**src/rtl/ili9341_spi_rx_if.sv**
```systemverilog
// ILI9341 4-wire serial bus: SCK, CSX, D/CX, SDA.
// master drives the lines, slave (panel side) listens.
interface ili9341_spi_rx_if;
  logic sck;
  logic cs_n;
  logic dc;
  logic mosi;

  modport master (
    output sck,
    output cs_n,
    output dc,
    output mosi
  );

  modport slave (
    input sck,
    input cs_n,
    input dc,
    input mosi
  );
endinterface

```
**src/rtl/ili9341_spi_rx.sv**
```systemverilog
// ILI9341 panel-side SPI receiver: byte rebuild,
// command/parameter split, RGB565 packing, state bits.
module ili9341_spi_rx #(
  parameter int         SYNC_STAGES = 2,
  parameter int         PIX_CNT_W   = 17,
  parameter logic [7:0] RAMWR_CMD   = 8'h2C
) (
  input  logic                 clk,
  input  logic                 rst,
  ili9341_spi_rx_if.slave      spi,
  output logic                 byte_valid,
  output logic [7:0]           byte_data,
  output logic                 byte_dc,
  output logic                 cmd_valid,
  output logic [7:0]           cmd_code,
  output logic                 param_valid,
  output logic [3:0]           param_idx,
  output logic                 pix_valid,
  output logic [15:0]          pix_data,
  output logic [PIX_CNT_W-1:0] pix_count,
  output logic                 sleep_out,
  output logic                 disp_on
);

  typedef enum logic [1:0] {
    S_IDLE,
    S_PARAM,
    S_RAMWR_HI,
    S_RAMWR_LO
  } state_t;

  logic [SYNC_STAGES-1:0] sck_sync;
  logic [SYNC_STAGES-1:0] cs_sync;
  logic [SYNC_STAGES-1:0] dc_sync;
  logic [SYNC_STAGES-1:0] mosi_sync;

  logic       sck_s, cs_s, dc_s, mosi_s;
  logic       sck_d, cs_d;
  logic       sck_rise, cs_rise;
  logic       bit_ok, last_bit;
  logic [2:0] bit_cnt;
  logic [7:0] shreg;
  logic       done_r;
  logic       abort_r;
  logic [7:0] byte_r;
  logic       dc_r;

  state_t     state;
  logic [3:0] pcnt;
  logic [7:0] held;

  assign sck_s  = sck_sync[SYNC_STAGES-1];
  assign cs_s   = cs_sync[SYNC_STAGES-1];
  assign dc_s   = dc_sync[SYNC_STAGES-1];
  assign mosi_s = mosi_sync[SYNC_STAGES-1];

  assign sck_rise = sck_s & ~sck_d;
  assign cs_rise  = cs_s & ~cs_d;
  // a rise coinciding with the CSX edge still belongs to the frame
  assign bit_ok   = sck_rise & ~(cs_s & cs_d);
  assign last_bit = bit_ok & (bit_cnt == 3'd7);

  // synchronise lines, detect edges, shift bits into bytes
  always_ff @(posedge clk) begin
    if (rst) begin
      sck_sync  <= '0;
      cs_sync   <= '0;
      dc_sync   <= '0;
      mosi_sync <= '0;
      sck_d     <= 1'b0;
      cs_d      <= 1'b0;
      bit_cnt   <= 3'd0;
      shreg     <= 8'h00;
      done_r    <= 1'b0;
      abort_r   <= 1'b0;
      byte_r    <= 8'h00;
      dc_r      <= 1'b0;
    end else begin
      sck_sync  <= {sck_sync[SYNC_STAGES-2:0], spi.sck};
      cs_sync   <= {cs_sync[SYNC_STAGES-2:0], spi.cs_n};
      dc_sync   <= {dc_sync[SYNC_STAGES-2:0], spi.dc};
      mosi_sync <= {mosi_sync[SYNC_STAGES-2:0], spi.mosi};
      sck_d     <= sck_s;
      cs_d      <= cs_s;
      done_r    <= 1'b0;
      abort_r   <= 1'b0;
      if (bit_ok) begin
        shreg   <= {shreg[6:0], mosi_s};
        bit_cnt <= bit_cnt + 3'd1;
      end
      if (last_bit) begin
        done_r <= 1'b1;
        byte_r <= {shreg[6:0], mosi_s};
        dc_r   <= dc_s;
      end
      if (cs_rise && !last_bit) begin
        bit_cnt <= 3'd0;
        abort_r <= (bit_cnt != 3'd0) || bit_ok;
      end
    end
  end

  // decode completed bytes into commands, params, pixels
  always_ff @(posedge clk) begin
    if (rst) begin
      state       <= S_IDLE;
      pcnt        <= 4'd0;
      held        <= 8'h00;
      byte_valid  <= 1'b0;
      byte_data   <= 8'h00;
      byte_dc     <= 1'b0;
      cmd_valid   <= 1'b0;
      cmd_code    <= 8'h00;
      param_valid <= 1'b0;
      param_idx   <= 4'd0;
      pix_valid   <= 1'b0;
      pix_data    <= 16'h0000;
      pix_count   <= '0;
      sleep_out   <= 1'b0;
      disp_on     <= 1'b0;
    end else begin
      byte_valid  <= 1'b0;
      cmd_valid   <= 1'b0;
      param_valid <= 1'b0;
      pix_valid   <= 1'b0;
      if (done_r) begin
        byte_valid <= 1'b1;
        byte_data  <= byte_r;
        byte_dc    <= dc_r;
        unique case (1'b1)
          !dc_r: begin
            cmd_valid <= 1'b1;
            cmd_code  <= byte_r;
            pcnt      <= 4'd0;
            param_idx <= 4'd0;
            if (byte_r == RAMWR_CMD) begin
              state     <= S_RAMWR_HI;
              pix_count <= '0;
            end else begin
              state <= S_PARAM;
            end
            case (byte_r)
              8'h11:   sleep_out <= 1'b1;
              8'h10:   sleep_out <= 1'b0;
              8'h29:   disp_on   <= 1'b1;
              8'h28:   disp_on   <= 1'b0;
              default: ;
            endcase
          end
          dc_r && (state == S_PARAM): begin
            param_valid <= 1'b1;
            param_idx   <= pcnt;
            if (pcnt != 4'd15) pcnt <= pcnt + 4'd1;
          end
          dc_r && (state == S_RAMWR_HI): begin
            held  <= byte_r;
            state <= S_RAMWR_LO;
          end
          dc_r && (state == S_RAMWR_LO): begin
            pix_valid <= 1'b1;
            pix_data  <= {held, byte_r};
            state     <= S_RAMWR_HI;
            if (pix_count != '1)
              pix_count <= pix_count + PIX_CNT_W'(1);
          end
          default: ;
        endcase
      end else if (abort_r && state == S_RAMWR_LO) begin
        state <= S_RAMWR_HI;
      end
    end
  end

endmodule

```
**src/flat_wrapper.sv**
```systemverilog
// flat-port wrapper written by rule: the top's interface ports become plain ports
module ili9341_spi_rx_flat 
#(
  parameter int         SYNC_STAGES = 2,
  parameter int         PIX_CNT_W   = 17,
  parameter logic [7:0] RAMWR_CMD   = 8'h2C
)
  (clk, rst, byte_valid, byte_data, byte_dc, cmd_valid, cmd_code, param_valid, param_idx, pix_valid, pix_data, pix_count, sleep_out, disp_on, spi_sck, spi_cs_n, spi_dc, spi_mosi);
  ili9341_spi_rx_if spi_i ();
  input  logic clk;
  input  logic rst;
  output logic byte_valid;
  output logic [7:0] byte_data;
  output logic byte_dc;
  output logic cmd_valid;
  output logic [7:0] cmd_code;
  output logic param_valid;
  output logic [3:0] param_idx;
  output logic pix_valid;
  output logic [15:0] pix_data;
  output logic [PIX_CNT_W-1:0] pix_count;
  output logic sleep_out;
  output logic disp_on;
  input wire logic [$bits(spi_i.sck)-1:0] spi_sck;
  input wire logic [$bits(spi_i.cs_n)-1:0] spi_cs_n;
  input wire logic [$bits(spi_i.dc)-1:0] spi_dc;
  input wire logic [$bits(spi_i.mosi)-1:0] spi_mosi;
  assign spi_i.sck = spi_sck;
  assign spi_i.cs_n = spi_cs_n;
  assign spi_i.dc = spi_dc;
  assign spi_i.mosi = spi_mosi;
  ili9341_spi_rx #(.SYNC_STAGES(SYNC_STAGES), .PIX_CNT_W(PIX_CNT_W), .RAMWR_CMD(RAMWR_CMD)) u_core (.clk(clk), .rst(rst), .spi(spi_i), .byte_valid(byte_valid), .byte_data(byte_data), .byte_dc(byte_dc), .cmd_valid(cmd_valid), .cmd_code(cmd_code), .param_valid(param_valid), .param_idx(param_idx), .pix_valid(pix_valid), .pix_data(pix_data), .pix_count(pix_count), .sleep_out(sleep_out), .disp_on(disp_on));
endmodule
```
**config.mk**
```make
export PLATFORM = sky130hd
export DESIGN_NAME = ili9341_spi_rx_flat
export DESIGN_NICKNAME = d
export VERILOG_FILES = /design/src/rtl/ili9341_spi_rx_if.sv /design/src/rtl/ili9341_spi_rx.sv /design/src/flat_wrapper.sv
export SDC_FILE = /design/constraint.sdc
export NUM_CORES = 1
export LEC_CHECK = 0
export CORE_AREA = 2 2 95 97
export DETAILED_ROUTE_END_ITERATION = 10
export DIE_AREA = 0 0 97 99
export PLACE_DENSITY = 0.73
export SLEW_MARGIN = 20
export SYNTH_ARGS = -nofsm -noshare
export SYNTH_HDL_FRONTEND = slang
export SYNTH_SLANG_ARGS = --single-unit
```
**constraint.sdc**
```tcl
create_clock -name clk -period 5.3 [get_ports clk]
set_input_delay 1.06 -clock clk [delete_from_list [all_inputs] [get_ports clk]]
set_output_delay 1.06 -clock clk [all_outputs]
set_load 0.005 [all_outputs]
```
==> qor.txt, run 1 <==
Seq/Total Area, Yosys: 50.5%
Final hold violation count: 0
Initial DRT Pass Iterations: 4
Relative slew slack: 27.5%
Critical Setup Path Class: reg2reg
Die Span Y: 99 um
Min Tclk post-route: 3.59 ns
Post-cts sizing count: 0
Final core utilization: 59.4%
TritonCTS buffer count: 9
Gr ovfl total: 0
CP required: 5.57 ns
Clock skew: 0.0127 ns
Clk buf depth: 2
Routed WL: 9320 um
Most used DFF post-synth: dfxtp_1
Syn avg cell area: 8.77 sq um
Setup repair bufs after CTS: 0
GRT Resource Usage Total: 19.2%
Crit path cell chain: nor2b_1 > nand4_1 > a211o_1 > a221oi_1
Via density: 5.50
Metal3 WL: 380 um
Yosys cell types: 49
Yosys top cell by area: dfxtp_1
Synth-to-Final Area Change: 21.9%
Initial antenna violation count: 0
Critical path launch point type: register
Worst r2r path cells: 4
Hold_buf cts: 0
Setup violators final: 0
# DRC: 0
Layout cells sized above 1: 4.75%
Worst Slack Setup Final: 1.71 ns
Reg-to-Reg Start: u_core.done_r
Critical path's slowest cell: nand4_1
Final ANT Viol Nets: 0
Fin Setup TNS: 0 ns
Number of I/O pins: 66
MaxCap Viol Count: 0
Wire length on met1: 4170 um
First-pass GRT wire length: 15300 um
Crit path largest cell delay: 0.99 ns
CP arrival: 3.86 ns
Post-synth top area share: 50.5%
Number of port buffers: 65
Worst slack, placed: 1.76 ns
CP bufs+invs: 0
Result of the run: finished clean
EDFF count, synth: 0
CP startpoint: u_core.done_r
CORE AREA: 8550 sq um
RSZ-0062 raised after global routing: false
Post-Syn Area: 4170 sq um
Pwr/cell area: 273 nW/um^2
LEAKAGE: 1.70 nW
Clk pin slew, worst setup/hold paths: 0.09 ns
Worst-path fanout max: 24
Levels on crit path: 4
Top Family by Delay on Critical Path: simple AND/OR/NAND/NOR gates
CTS tree: built
Inserted Diodes: 0
Worst Hold Class: reg2reg
Synth top area cells: dfxtp_1, nand2_1, mux2i_1
Root buf cell: clkbuf_8
Synth async-reset ratio: 0%
Synthesized Nets: 487
Met2 wire length: 4640 um
Worst vdd ir: 0.174 mV
Rows: 34
Yosys warns: 0
WL/cell: 14.7 um
Initial core utilization: 48.7%
CP endpoint kind: register
Vias in the first global route: 3249
Tightest Pin Transition: 1.09 ns
Top layer in use: met4
CTS Sinks: 105
Via count: 3487
Mapped Cells: 475
Final Max Tran Viols: 0
Worst skew pair latency: 0.37 ns
Max Fclk: 278 MHz
Nets: 533
Seq cells post-synth: 105
WHS Path Cells: 1
Die span in x: 97 um
Hold Startpoint: u_core.dc_sync[0]
Gpl congestion: 0.811
Hpwl dp: 6290 um
Htree depth: 3
DRT iter0 DRCs: 190
Die area: 9600 sq um
Fin crit share: 67.8%
Largest net degree at the start of global routing: 71
[metrics by stage]
step / std cells / hold slack (ns) / cell area [sq um] / power (mW)
after detailed placement: 618 / 0.425 / 4840 / 0.839
after global placement: 618 / 0.418 / 4840 / 0.838
after floorplan: 475 / 0.414 / 4170 / 0.830
final: 634 / 0.447 / 5080 / 1.39
after global routing: 634 / 0.463 / 5080 / 1.43
after CTS: 634 / 0.446 / 5080 / 1.40
[registers in the layout, summed over array words and instances, names as in the netlist, 2 cells and up]
register,flops
u_core.bit_cnt,3
u_core.byte_data,8
u_core.byte_r,8
u_core.cmd_code,8
u_core.cs_sync,2
u_core.dc_sync,2
u_core.held,8
u_core.mosi_sync,2
u_core.param_idx,4
u_core.pcnt,4
u_core.pix_count,17
u_core.pix_data,16
u_core.sck_sync,2
u_core.shreg,7
u_core.state,2
[synthesized netlist by cell type (all sizes together) (2+ instances only)]
master   instances
nor3             7
nor2            41
inv             10
nand3           22
buf             12
nor2b           12
o2111ai          3
clkbuf          20
a211oi           3
a2111o           4
nand4            3
a22oi            4
ha               6
and2             2
or4              6
and2b            2
mux2i           28
a31oi            5
o21ai            9
a21oi           48
nand2b           2
nand2           84
nor4             2
and4             3
o211ai           3
and3             7
o31ai            2
dfxtp          105
or3              3
[power breakdown]
group	internal (mW)	total (mW)	leakage (nW)	switching (mW)
Clock	0.305	0.567	0.123	0.262
Combinational	0.00844	0.0261	0.727	0.0176
Sequential	0.792	0.794	0.847	0.00200
[per-layer routing]
layer  vias to the layer above  GRT usage, %
met2                        83          32.6
li1                       1742             -
met5                         -             0
met1                      1649          24.4
met4                         0          7.04
met3                        13          3.90
[final timing paths]
check | slack [ns] | end
setup / recovery | 1.71 | u_core.pix_count[8]
setup reg to reg | 1.71 | u_core.pix_count[8]
hold reg to reg | 0.45 | u_core.dc_sync[1]
hold / removal | 0.45 | u_core.dc_sync[1]
[cell type report]
type / instances / area (sq um)
sequential: 105 / 2100
clock inverter: 4 / 73.8
clock buffer: 12 / 165
timing repair buffer: 67 / 661
tap: 108 / 135
fill: 764 / 3470
inverter: 10 / 37.5
multi-input combinational: 328 / 1900
[worst reg2reg max path: cells and delay by family (launching register included)]
family	cells	cell delay [ns]
flip-flops	1	0.88
AO/OA/AOI/OAI	2	0.85
AND/OR/NAND/NOR	2	1.76
[cells in the final DEF (no fill, tap or decap), drive strengths merged, types with 2 or more instances in the layout]
master	Yosys	routed
dfxtp	105	105
nand2	84	84
clkdlybuf4s50	0	64
a21oi	48	48
nor2	41	41
mux2i	28	28
nand3	22	22
nor2b	12	12
clkbuf	20	12
inv	10	10
o21ai	9	9
and3	7	7
nor3	7	7
or4	6	6
ha	6	6
a31oi	5	5
a2111o	4	4
a22oi	4	4
and4	3	3
nand4	3	3
o211ai	3	3
or3	3	3
o2111ai	3	3
a211oi	3	3
buf	12	3
nand2b	2	2
and2	2	2
and2b	2	2
nor4	2	2
o31ai	2	2
bufinv	0	2
clkinv	0	2
[cells by family (layout without fill, tap and decap cells)]
| family | after synthesis | count (layout) | share of synthesized area (%) |
|---|---|---|---|
| multiplexers | 29 | 29 | 7.00 |
| XOR/XNOR | 1 | 1 | 0.210 |
| flip-flops | 105 | 105 | 50.5 |
| AND/OR/NAND/NOR | 202 | 202 | 23.0 |
| AO/OA/AOI/OAI | 90 | 90 | 13.5 |
| buffers and inverters | 42 | 93 | 4.09 |
| adder cells (fa/ha/maj) | 6 | 6 | 1.80 |
(Power assumes the default switching activity.)
==> run 2, diff against run 1 <==
--- a/config.mk
+++ b/config.mk
@@ -5,10 +5,10 @@
 export SDC_FILE = /design/constraint.sdc
 export NUM_CORES = 1
 export LEC_CHECK = 0
-export CORE_AREA = 2 2 95 97
+export CORE_AREA = 2 2 97 99
 export DETAILED_ROUTE_END_ITERATION = 10
-export DIE_AREA = 0 0 97 99
-export PLACE_DENSITY = 0.73
+export DIE_AREA = 0 0 99 101
+export PLACE_DENSITY = 0.74
 export SLEW_MARGIN = 20
 export SYNTH_ARGS = -nofsm -noshare
 export SYNTH_HDL_FRONTEND = slang
==> constraint.sdc (replaced) <==
create_clock -name clk -period 3.2 [get_ports clk]
set_input_delay 0.64 -clock clk [delete_from_list [all_inputs] [get_ports clk]]
set_output_delay 0.64 -clock clk [all_outputs]
set_load 0.005 [all_outputs]
==> qor.txt, run 2 (synthesized netlist as in run 1, its figures left out) <==
Result of the run: finished clean
Initial core utilization: 46.4% (-2.3 points)
Vias in the first global route: 3239 (-0.31%)
Initial antenna violation count: 0 (unchanged)
Critical path's slowest cell: or2_1
Pwr/cell area: 437 nW/um^2 (+60%)
Top Family by Delay on Critical Path: simple AND/OR/NAND/NOR gates
Tightest Pin Transition: 1.08 ns (-0.00784 ns)
Final Max Tran Viols: 0 (unchanged)
WL/cell: 14.1 um (-4.1%)
Largest net degree at the start of global routing: 60 (-15%)
Inserted Diodes: 0 (unchanged)
CP bufs+invs: 0 (unchanged)
Die area: 10000 sq um (+4.1%)
Sequential share of power: 59.3% (+2.1 points)
FF-to-FF End: u_core.pix_count[5]
# DRC: 0 (unchanged)
Worst Hold Class: reg2reg
Sw Ratio: 22.3% (+2.0 points)
Synth-to-Final Area Change: 21.8% (about the same)
Routed WL: 9030 um (-3.1%)
Hold slack: 0.448 ns (+0.00153 ns)
Worst R2R Setup Slack: 0.33 ns (-1.38 ns)
Top flop regs: u_core.pix_count x17, u_core.pix_data x16
Clk network pwr share: 38.7% (-2.2 points)
Pint: 1.72 mW (+56%)
Gr ovfl total: 0 (unchanged)
Via density: 5.41 (-1.6%)
Most common cell after layout, fill and taps aside: dfxtp_1
Critical path launch point type: register
Gate power share: 1.9% (about the same)
Hold_buf cts: 0 (unchanged)
Worst-path fanout max: 26 (+8.3%)
Number of port buffers: 65 (unchanged)
Crit path largest cell delay: 0.66 ns (-0.33 ns)
Final ANT Viol Nets: 0 (unchanged)
CTS tree: built
CP endpoint kind: register
Max reg flops: 17 (unchanged)
First-pass GRT wire length: 15400 um (+0.72%)
MaxCap Viol Count: 0 (unchanged)
Largest reg by FF count: u_core.pix_count
Critical Setup Path Class: reg2reg
Fillers: 797 (+4.3%)
Clk pin slew, worst setup/hold paths: 0.11 ns (+0.02 ns)
Most frequent cells in the layout: dfxtp_1, nand2_1, clkdlybuf4s50_1
Setup repair bufs after CTS: 0 (unchanged)
Clock skew: 0.0228 ns (+0.0101 ns)
Relative slew slack: 28.0% (+0.52 points)
Worst r2r path cells: 9 (+5)
Gpl congestion: 0.872 (+7.5%)
Die Span Y: 101 um (+2.0%)
CTS Sinks: 105 (unchanged)
GRT Resource Usage Total: 18.8% (-0.44 points)
RSZ-0062 raised after global routing: false
Root buf cell: clkbuf_8
Max Fclk: 349 MHz (+25%)
Die span in x: 99 um (+2.1%)
Worst vdd ir: 0.271 mV (+56%)
Htree depth: 3 (unchanged)
Crit path top cell by count: ha_1
Fin crit share: 89.6% (+22 points)
P_sw: 0.495 mW (+76%)
DRT iter0 DRCs: 184 (-3.2%)
Via count: 3464 (-0.66%)
Setup violators final: 0 (unchanged)
Initial DRT Pass Iterations: 5 (+1)
Rows: 35 (+2.9%)
Number of I/O pins: 66 (unchanged)
Min Tclk post-route: 2.87 ns (-0.724 ns)
Hold Startpoint: u_core.sck_sync[0]
Post-cts sizing count: 0 (unchanged)
Crit path cell chain: ha_1 > and3_1 > nand2_1 > nor3_1 > ha_1 > nand2b_1 > or2_1 > a21oi_1 > mux2_2
CP required: 3.47 ns (-2.10 ns)
Clk buf depth: 2 (unchanged)
LEAKAGE: 1.70 nW (about the same)
CORE AREA: 8980 sq um (+5.0%)
Fin Setup TNS: 0 ns (unchanged)
CP arrival: 3.14 ns (-0.72 ns)
Worst skew pair latency: 0.36 ns (about the same)
Hpwl dp: 6170 um (-1.8%)
Final hold violation count: 0 (unchanged)
Layout cells sized above 1: 5.29% (+0.54 points)
Worst Hold Endpoint: u_core.sck_sync[1]
TritonCTS buffer count: 9 (unchanged)
WHS Path Cells: 1 (unchanged)
Nets: 536 (+0.56%)
Reg-to-Reg Start: u_core.pix_count[0]
==> run 2: layer usage <==
layer  vias up  GRT usage (%)  part of all wire, %
met3         8           2.98                  4.8
met5         -              0                    0
met1      1628           24.8                   45
li1       1751              -                    -
met2        77           31.3                   49
met4         0           6.64                  1.1
==> run 2: metrics by stage <==
stage / instance area, sq um / cells / total power, mW / utilization (%) / setup slack [ns]
2_1_floorplan: 4170 / 475 / 1.38 / - / 0.859
3_3_place_gp: 4860 / 624 / 1.39 / 54.2 / 0.503
3_5_place_dp: 4860 / 624 / 1.39 / 54.2 / 0.407
4_1_cts: 5070 / 640 / 2.24 / 56.5 / 0.390
5_1_grt: 5070 / 640 / 2.30 / 56.5 / 0.180
6_report: 5070 / 640 / 2.22 / 56.5 / 0.332
==> run 2: worst max path at each step <==
| stage | startpoint | to | cells past startpoint |
|---|---|---|---|
| after global routing | u_core.pix_count[3] | u_core.pix_count[5] | 8 |
| final | u_core.pix_count[0] | u_core.pix_count[5] | 9 |
| after CTS | u_core.pix_count[0] | u_core.pix_count[5] | 9 |
| after global placement | u_core.pix_count[0] | u_core.pix_count[15] | 9 |
| after floorplan | u_core.pix_count[0] | u_core.pix_count[3] | 12 |
| after detailed placement | u_core.pix_count[3] | u_core.pix_count[5] | 8 |
==> run 2: power groups by stage <==
stage | Clock [mW] | Sequential, mW | Combinational (mW)
final | 0.858 | 1.32 | 0.0427
after detailed placement | 0 | 1.35 | 0.0429
after floorplan | 0 | 1.34 | 0.0309
after CTS | 0.877 | 1.32 | 0.0430
after global placement | 0 | 1.35 | 0.0424
after global routing | 0.935 | 1.32 | 0.0469
==> run 2: final cells by class <==
type | instances | area [sq um] | share of cell area [%]
Clock buffer | 10 | 138 | 2.71
Clock inverter | 6 | 72.6 | 1.43
Inverter | 10 | 37.5 | 0.740
Multi-Input combinational cell | 328 | 1900 | 37.5
Sequential cell | 105 | 2100 | 41.4
Tap cell | 111 | 139 | 2.74
Timing Repair Buffer | 70 | 683 | 13.5
==> run 3, diff against run 2 <==
--- a/config.mk
+++ b/config.mk
@@ -5,10 +5,10 @@
 export SDC_FILE = /design/constraint.sdc
 export NUM_CORES = 1
 export LEC_CHECK = 0
-export CORE_AREA = 2 2 97 99
+export CORE_AREA = 2 2 133 135
 export DETAILED_ROUTE_END_ITERATION = 10
-export DIE_AREA = 0 0 99 101
-export PLACE_DENSITY = 0.74
+export DIE_AREA = 0 0 135 137
+export RECOVER_POWER = 50
 export SLEW_MARGIN = 20
 export SYNTH_ARGS = -nofsm -noshare
 export SYNTH_HDL_FRONTEND = slang
==> qor.txt, run 3 (synthesized netlist as in run 1, its figures left out) <==
Inserted Diodes: 0 (unchanged)
Tightest Pin Transition: 1.79 ns (+0.713 ns)
Number of I/O pins: 66 (unchanged)
Setup violators final: 0 (unchanged)
Root buf cell: clkbuf_16
Setup repair bufs after CTS: 0 (unchanged)
CTS tree: built
Worst skew pair latency: 0.35 ns (about the same)
Final core utilization: 31.0% (-26 points)
DRT iter0 DRCs: 202 (+9.8%)
Routed WL: 10300 um (+14%)
CP required: 3.44 ns (-0.03 ns)
WL/cell: 13.6 um (-3.3%)
Initial core utilization: 24.4% (-22 points)
Sequential share of power: 55.0% (-4.3 points)
Final hold violation count: 0 (unchanged)
Max reg flops: 17 (unchanged)
WHS Path Cells: 1 (unchanged)
Layout cells sized above 1: 4.91% (-0.38 points)
Number of port buffers: 65 (unchanged)
Rows: 48 (+37%)
CTS Sinks: 105 (unchanged)
Worst Hold Class: reg2reg
Die span in x: 135 um (+36%)
Nets: 536 (unchanged)
Hold Startpoint: u_core.dc_sync[0]
Worst R2R Setup Slack: 0.37 ns (+0.04 ns)
Post-cts sizing count: 0 (unchanged)
# DRC: 0 (unchanged)
Die Span Y: 137 um (+36%)
Hold_buf cts: 0 (unchanged)
P_sw: 0.517 mW (+4.4%)
Crit path top cell by count: ha_1
Clk buf depth: 2 (unchanged)
Top flop regs: u_core.pix_count x17, u_core.pix_data x16
Critical path launch point type: register
Most common cell after layout, fill and taps aside: dfxtp_1
Worst Hold Endpoint: u_core.dc_sync[1]
Gpl congestion: 0.810 (-7.0%)
First-pass GRT wire length: 16700 um (+8.1%)
Clock skew: 0.00454 ns (-0.0183 ns)
Crit path cell chain: ha_1 > and3_1 > nand2_1 > nor3_1 > ha_1 > nand2b_1 > or2_1 > a21oi_1 > mux2_2
Clk network pwr share: 43.1% (+4.4 points)
CORE AREA: 17100 sq um (+90%)
Hpwl dp: 7130 um (+15%)
Worst Slack Setup Final: 0.374 ns (+0.0415 ns)
Gate power share: 1.8% (about the same)
Failing checks: capacitance limit, slew limit
Largest net degree at the start of global routing: 59 (-1.7%)
GRT Resource Usage Total: 11.5% (-7.3 points)
FF-to-FF End: u_core.pix_count[5]
Fin Setup TNS: 0 ns (unchanged)
Fin crit share: 88.3% (-1.3 points)
Max Fclk: 354 MHz (+1.5%)
Htree depth: 3 (unchanged)
Reg-to-Reg Start: u_core.pix_count[0]
Min Tclk post-route: 2.83 ns (-0.0415 ns)
Worst vdd ir: 0.290 mV (+6.9%)
Via count: 3490 (+0.75%)
Most frequent cells in the layout: dfxtp_1, nand2_1, a21oi_1
MaxCap Viol Count: 1 (+1)
RSZ-0062 raised after global routing: false
Initial DRT Pass Iterations: 4 (-1)
Final ANT Viol Nets: 0 (unchanged)
Via density: 4.63 (-14%)
LEAKAGE: 1.84 nW (+8.3%)
TritonCTS buffer count: 9 (unchanged)
Largest reg by FF count: u_core.pix_count
Worst r2r path cells: 9 (unchanged)
Synth-to-Final Area Change: 26.8%
Critical path's slowest cell: or2_1
Pint: 1.87 mW (+8.8%)
Gr ovfl total: 0 (unchanged)
Worst-path fanout max: 26 (unchanged)
Initial antenna violation count: 0 (unchanged)
Hold slack: 0.442 ns (-0.00604 ns)
Final Max Tran Viols: 40 (+40)
Result of the run: finished, violations left
Critical Setup Path Class: reg2reg
Clk pin slew, worst setup/hold paths: 0.07 ns (-0.04 ns)
Worst slack, placed: 0.411 ns (+0.00418 ns)
Crit path largest cell delay: 0.62 ns (-0.04 ns)
Tot Pwr: 2.39 mW (+7.8%)
Die area: 18500 sq um (+85%)
Sw Ratio: 21.6% (-0.72 points)
Relative slew slack: -19.4% (-47 points)
CP arrival: 3.07 ns (-0.07 ns)
Vias in the first global route: 3329 (+2.8%)
CP endpoint kind: register
Pwr/cell area: 453 nW/um^2 (+3.6%)
run 3: layout make-up:
cell class              instances  area (sq um)
fillers                      1814         11800
flip-flops and latches        105          2100
multi-input cells             328          1900
repair buffers                 70           682
well taps                     225           282
clock buffers                  11           243
inverters                      10          37.5
clock inverters                 5          31.3
run 3: metal layers:
metal	track usage, %	wire [um]	up-vias
met5	0	0	-
met4	5.44	239	0
met3	2.74	416	15
met2	19.3	4840	68
met1	13.9	4790	1658
li1	-	-	1749
run 3: worst max-delay path by stage:
stage,depth (start not counted),startpoint,end
final,9,u_core.pix_count[0],u_core.pix_count[5]
after floorplan,12,u_core.pix_count[0],u_core.pix_count[3]
after CTS,9,u_core.pix_count[0],u_core.pix_count[5]
after global routing,9,u_core.pix_count[0],u_core.pix_count[6]
after detailed placement,9,u_core.pix_count[0],u_core.pix_count[5]
after global placement,9,u_core.pix_count[0],u_core.pix_count[15]
run 3: power by group through the flow:
stage	combinational [mW]	sequential [mW]	clock, mW
floorplan	0.0309	1.34	0
global route	0.0491	1.32	1.12
global placement	0.0440	1.35	0
CTS	0.0450	1.32	1.07
detailed placement	0.0449	1.35	0
finish	0.0442	1.32	1.03
run 3: per-stage QoR:
| stage | cell area [sq um] | instances |
|---|---|---|
| after floorplan | 4170 | 475 |
| after global routing | 5280 | 754 |
| final | 5280 | 754 |
| after CTS | 5280 | 754 |
| after global placement | 5010 | 738 |
| after detailed placement | 5010 | 738 |
run 3: critical path: cells and delay by family (launching register included):
family | cells | cell delay, ns
AO/OA/AOI/OAI | 1 | 0.17
AND/OR/NAND/NOR | 5 | 1.37
multiplexers | 1 | 0.31
flip-flops | 1 | 0.43
adder cells (fa/ha/maj) | 2 | 0.44
